**src/rtl/pack_s3_ctrl.sv**
```systemverilog
// pack_s3_ctrl: groups a trit stream five at a time, sequences the trit5-to-bit8 converter and streams the packed bytes
module pack_s3_ctrl #(
  parameter int N_TRIT = 701,
  parameter int N_BYTE = 141
) (
  input  logic       clk,
  input  logic       rst,
  input  logic       start_i,
  output logic       busy_o,
  output logic       done_o,
  output logic       err_o,
  input  logic       trit_valid_i,
  output logic       trit_ready_o,
  input  logic [1:0] trit_data_i,
  output logic       byte_valid_o,
  input  logic       byte_ready_i,
  output logic [7:0] byte_data_o,
  output logic       conv_ld_o,
  output logic [9:0] conv_a_o,
  output logic [1:0] conv_count_o,
  input  logic [7:0] conv_out_i
);
  localparam int TW = $clog2(N_TRIT + 1);
  localparam int BW = $clog2(N_BYTE);
  localparam logic [TW-1:0] T_LAST = TW'(N_TRIT - 1);
  localparam logic [BW-1:0] B_LAST = BW'(N_BYTE - 1);
  typedef enum logic [2:0] {IDLE, FILL, LOAD, ACC, CAPT, EMIT, DONE} state_t;
  state_t        state_q;
  logic [TW-1:0] tcnt_q;
  logic [BW-1:0] bcnt_q;
  logic [2:0]    k_q;
  logic [9:0]    grp_q, grp_d, conv_a_q;
  logic [7:0]    byte_q;
  logic [1:0]    cnt_q;
  logic          busy_q, done_q, err_q, trdy_q, bval_q, ld_q;
  always_comb begin
    grp_d = grp_q;
    grp_d[{k_q, 1'b0} +: 2] = (trit_data_i == 2'b11) ? 2'b00 : trit_data_i;
  end
  always_ff @(posedge clk) begin
    if (rst) begin
      state_q  <= IDLE;
      tcnt_q   <= '0;
      bcnt_q   <= '0;
      k_q      <= '0;
      grp_q    <= '0;
      conv_a_q <= '0;
      byte_q   <= '0;
      cnt_q    <= '0;
      busy_q   <= 1'b0;
      done_q   <= 1'b0;
      err_q    <= 1'b0;
      trdy_q   <= 1'b0;
      bval_q   <= 1'b0;
      ld_q     <= 1'b0;
    end else begin
      case (state_q)
        IDLE: if (start_i) begin
          state_q <= FILL;
          busy_q  <= 1'b1;
          trdy_q  <= 1'b1;
          tcnt_q  <= '0;
          bcnt_q  <= '0;
          k_q     <= '0;
          grp_q   <= '0;
          err_q   <= 1'b0;
        end
        FILL: if (trit_valid_i) begin
          grp_q  <= grp_d;
          k_q    <= k_q + 3'd1;
          tcnt_q <= tcnt_q + 1'b1;
          if (trit_data_i == 2'b11) err_q <= 1'b1;
          if (k_q == 3'd4 || tcnt_q == T_LAST) begin
            state_q  <= LOAD;
            trdy_q   <= 1'b0;
            ld_q     <= 1'b1;
            conv_a_q <= grp_d;
          end
        end
        LOAD: begin
          state_q <= ACC;
          ld_q    <= 1'b0;
          cnt_q   <= 2'd0;
        end
        ACC: begin
          cnt_q   <= cnt_q + 2'd1;
          state_q <= (cnt_q == 2'd3) ? CAPT : ACC;
        end
        CAPT: begin
          byte_q  <= conv_out_i;
          bval_q  <= 1'b1;
          state_q <= EMIT;
        end
        EMIT: if (byte_ready_i) begin
          bval_q <= 1'b0;
          if (bcnt_q == B_LAST) begin
            state_q <= DONE;
            done_q  <= 1'b1;
          end else begin
            state_q <= FILL;
            bcnt_q  <= bcnt_q + 1'b1;
            grp_q   <= '0;
            k_q     <= '0;
            trdy_q  <= 1'b1;
          end
        end
        DONE: begin
          state_q <= IDLE;
          done_q  <= 1'b0;
          busy_q  <= 1'b0;
        end
        default: state_q <= IDLE;
      endcase
    end
  end
  assign busy_o       = busy_q;
  assign done_o       = done_q;
  assign err_o        = err_q;
  assign trit_ready_o = trdy_q;
  assign byte_valid_o = bval_q;
  assign byte_data_o  = byte_q;
  assign conv_ld_o    = ld_q;
  assign conv_a_o     = conv_a_q;
  assign conv_count_o = cnt_q;
endmodule
```
**config.mk**
```make
export PLATFORM = sky130hd
export DESIGN_NAME = pack_s3_ctrl
export DESIGN_NICKNAME = d
export VERILOG_FILES = /design/src/rtl/pack_s3_ctrl.sv
export SDC_FILE = /design/constraint.sdc
export NUM_CORES = 1
export LEC_CHECK = 0
export CAP_MARGIN = 20
export CELL_PAD_IN_SITES_DETAIL_PLACEMENT = 1
export CELL_PAD_IN_SITES_GLOBAL_PLACEMENT = 1
export CORE_UTILIZATION = 40
export CTS_BUF_LIST = sky130_fd_sc_hd__clkbuf_2
export CTS_CLUSTER_SIZE = 28
export DETAILED_ROUTE_END_ITERATION = 8
export PLACE_DENSITY = 0.83
export SLEW_MARGIN = 20
export SYNTH_ARGS = -nofsm -noshare
export SYNTH_HDL_FRONTEND = slang
export SYNTH_SLANG_ARGS = --single-unit
```
**constraint.sdc**
```tcl
create_clock -name clk -period 2.7 [get_ports clk]
set_input_delay 0.675 -clock clk [delete_from_list [all_inputs] [get_ports clk]]
set_output_delay 0.675 -clock clk [all_outputs]
set_load 0.005 [all_outputs]
```
==> impl_metrics.tcl <==
set metrics [dict create \
    areaGrowthSynthToFinish_pct 20.1 \
    start_util 0.419 \
    post-route-period-util 0.943 \
    rsz0062_at_grt "true" \
    fin_setup_tns_ns 0 \
    synthArstFlopShare 0 \
    num_antenna_cells 0 \
    ir_drop_uv 276 \
    ys_types 53 \
    gp_routability_congestion 0.781 \
    worst_slew_pin_slew_ns 0.812 \
    post_drt_wl_per_cell_um 15.2 \
    synth_flop_cell "dfxtp_1" \
    synth_top_area_frac 0.415 \
    final_nets 407 \
    antenna_left 0 \
    cts_tree "built" \
    track_usage 0.205 \
    critPathRequiredTime_ns 3.11 \
    die_y_um 87.1 \
    relSlewSlack 0.451 \
    worstSetupPathType "flip-flop to flip-flop" \
    dieArea_um2 7580 \
    die_w_um 87.1 \
    ys_seq_area_frac 0.415 \
    nFillCells 872 \
    portBuffers 40 \
    status "finished, final reports clean" \
    cts.sinks 60 \
    synth-seq-cells 60 \
    post-synth-top-count-cell "dfxtp_1" \
    grt_max_degree 41 \
    finalClockSkew_ns 0.0163 \
    num_io_pins 41 \
    cts.repair.resized 0 \
    synth_top_cell_by_area "dfxtp_1" \
    holdWs_ns 0.468 \
    synthesis.area_um2 2900 \
    postCtsHoldBufs 0 \
    num_vias 2559 \
    drive_gt1_frac 0.0783 \
    busiest_layer "met2" \
    clockRootBuffer "clkbuf_2" \
    powerDensity_nw_per_um2 454 \
    cts_buffers 9 \
    arrival_ns 2.95 \
    syn_inst 337 \
    num_rows 30 \
    dpl.hpwl_um 5140 \
    drc_errors 0 \
    avgSynthCellArea_um2 8.59 \
    critPathMaxFanout 10 \
    syn_nets 365 \
    setup_viol_count_final 0 \
    slew_violations 0 \
    ys_warn_count 0 \
    overflow 0 \
    clockBufferDepth 2 \
    hold_path.class "flip-flop to flip-flop" \
    use_met2 0.334 \
    grtUsageMet3 0.0436 \
    antenna_found_initial 0 \
    path_clk_slew_ns 0.17 \
    core_um2 6910 \
    grtUsageMet1 0.263 \
    cp-start-kind "flip-flop" \
    cts_max_level 3 \
    insertion_delay_ns 0.46 \
    synthTopCellsByCount "dfxtp_1 (60), nor2_1 (46), nand2_1 (30)" \
    synth_edf_count 0 \
    routed_wl_um 7270 \
    p_leak_nw 1.19 \
    end_kind "flip-flop" \
    grt_pass1_wl_um 12000 \
    grt_pass1_vias 2541 \
    cap_violations 0 \
    post_drt_via_cell_ratio 5.34 \
    timing.final.crit_period_ns 2.55 \
    detail_route.iter0.violations 59 \
    max_freq_ghz 0.393 \
    ys_top_cells_by_area "dfxtp_1 (41%), nor2_1 (6.0%), ha_1 (5.6%), mux2i_1 (4.8%), a21oi_1 (4.5%)" \
    dr.pass1.iters 4 \
    hold_viol 0 \
]
[cell type report]
class | count | area [um^2] | share of cell area
Multi-Input combinational cell | 250 | 1570 | 0.451
Sequential cell | 60 | 1200 | 0.345
Timing Repair Buffer | 48 | 473 | 0.136
Tap cell | 96 | 120 | 0.0345
Clock buffer | 9 | 45.0 | 0.0129
Inverter | 10 | 37.5 | 0.0108
Clock inverter | 6 | 32.5 | 0.00935
[through the flow]
step | cell area, um^2 | util | worst slack, ns | power (mW) | cells
floorplan | 2900 | - | 0.449 | 1.07 | 337
global placement | 3400 | 0.492 | 0.218 | 1.14 | 464
detailed placement | 3400 | 0.492 | 0.146 | 1.15 | 464
CTS | 3480 | 0.504 | 0.174 | 1.59 | 479
global route | 3480 | 0.504 | -0.0100 | 1.65 | 479
finish | 3480 | 0.504 | 0.153 | 1.58 | 479
[registers in the layout (all words and copies together), names as in the netlist]
name	count
conv_a_o	10
conv_ld_o	1
conv_count_o	2
k_q	3
done_o	1
busy_o	1
state_q	3
tcnt_q	10
byte_valid_o	1
byte_data_o	8
err_o	1
bcnt_q	8
grp_q	10
trit_ready_o	1
[cell families (layout without fill, tap and decap cells)]
family	after synthesis	count (layout)	synth area share
muxes	19	19	0.0678
DFF	60	60	0.415
AOI/OAI and AO/OA	65	65	0.140
buffers and inverters	27	73	0.0432
adders and majority gates	13	13	0.0562
and+or+nand+nor	139	139	0.236
xor gates and xnor gates	14	14	0.0424
[critical path: stages (launching register included)]
cell and delay, ns:
dfxtp_1 0.55, inv_1 0.13, ha_1 0.25, ha_1 0.38, o311ai_0 0.28, o41ai_1 0.61
nand3_1 0.14, a21oi_1 0.17
[cell usage in the layout, fill, tap and decap left out, types with 3 or more instances in the layout]
cell and n:
a21oi_1 26, inv_1 9, o21ai_0 13, xnor2_1 6
mux2_2 5, nand3_1 20, ha_1 13, nand2b_1 6
mux2i_1 14, xor2_1 8, clkbuf_2 9, nor3b_1 3
nor2_1 46, nor3_1 6, or3_1 4, o311ai_0 3
clkdlybuf4s50_1 40, dfxtp_1 60, a22oi_1 4, nand2_1 30
buf_4 7, nand4_1 6
[power breakdown]
group	internal, mW	switching (mW)	total (mW)
combinational	0.0928	0.121	0.214
clock	0.107	0.339	0.445
sequential	0.899	0.0194	0.919
[metal layers]
| layer | up-vias | wire (um) |
|---|---|---|
| met5 | - | 0 |
| li1 | 1267 | - |
| met1 | 1227 | 3500 |
| met2 | 52 | 3370 |
| met4 | 0 | 99 |
| met3 | 13 | 306 |
[timing repair]
action,4_1_cts,5_1_grt
setup buffers,0,0
setup endpoints to repair,0,1
endpoints found under the hold margin,0,0
[final timing paths]
| path | start | endpoint | slack [ns] | cells past startpoint |
|---|---|---|---|---|
| max | k_q[1]$_SDFFE_PP0P_ | grp_q[5]$_SDFFE_PP0P_ | 0.15 | 7 |
| min | grp_q[7]$_SDFFE_PP0P_ | grp_q[7]$_SDFFE_PP0P_ | 0.47 | 2 |
| min reg2reg | grp_q[7]$_SDFFE_PP0P_ | grp_q[7]$_SDFFE_PP0P_ | 0.47 | 2 |
| max reg2reg | k_q[1]$_SDFFE_PP0P_ | grp_q[5]$_SDFFE_PP0P_ | 0.15 | 7 |
No activity file was read; power rests on OpenSTA's default activity.
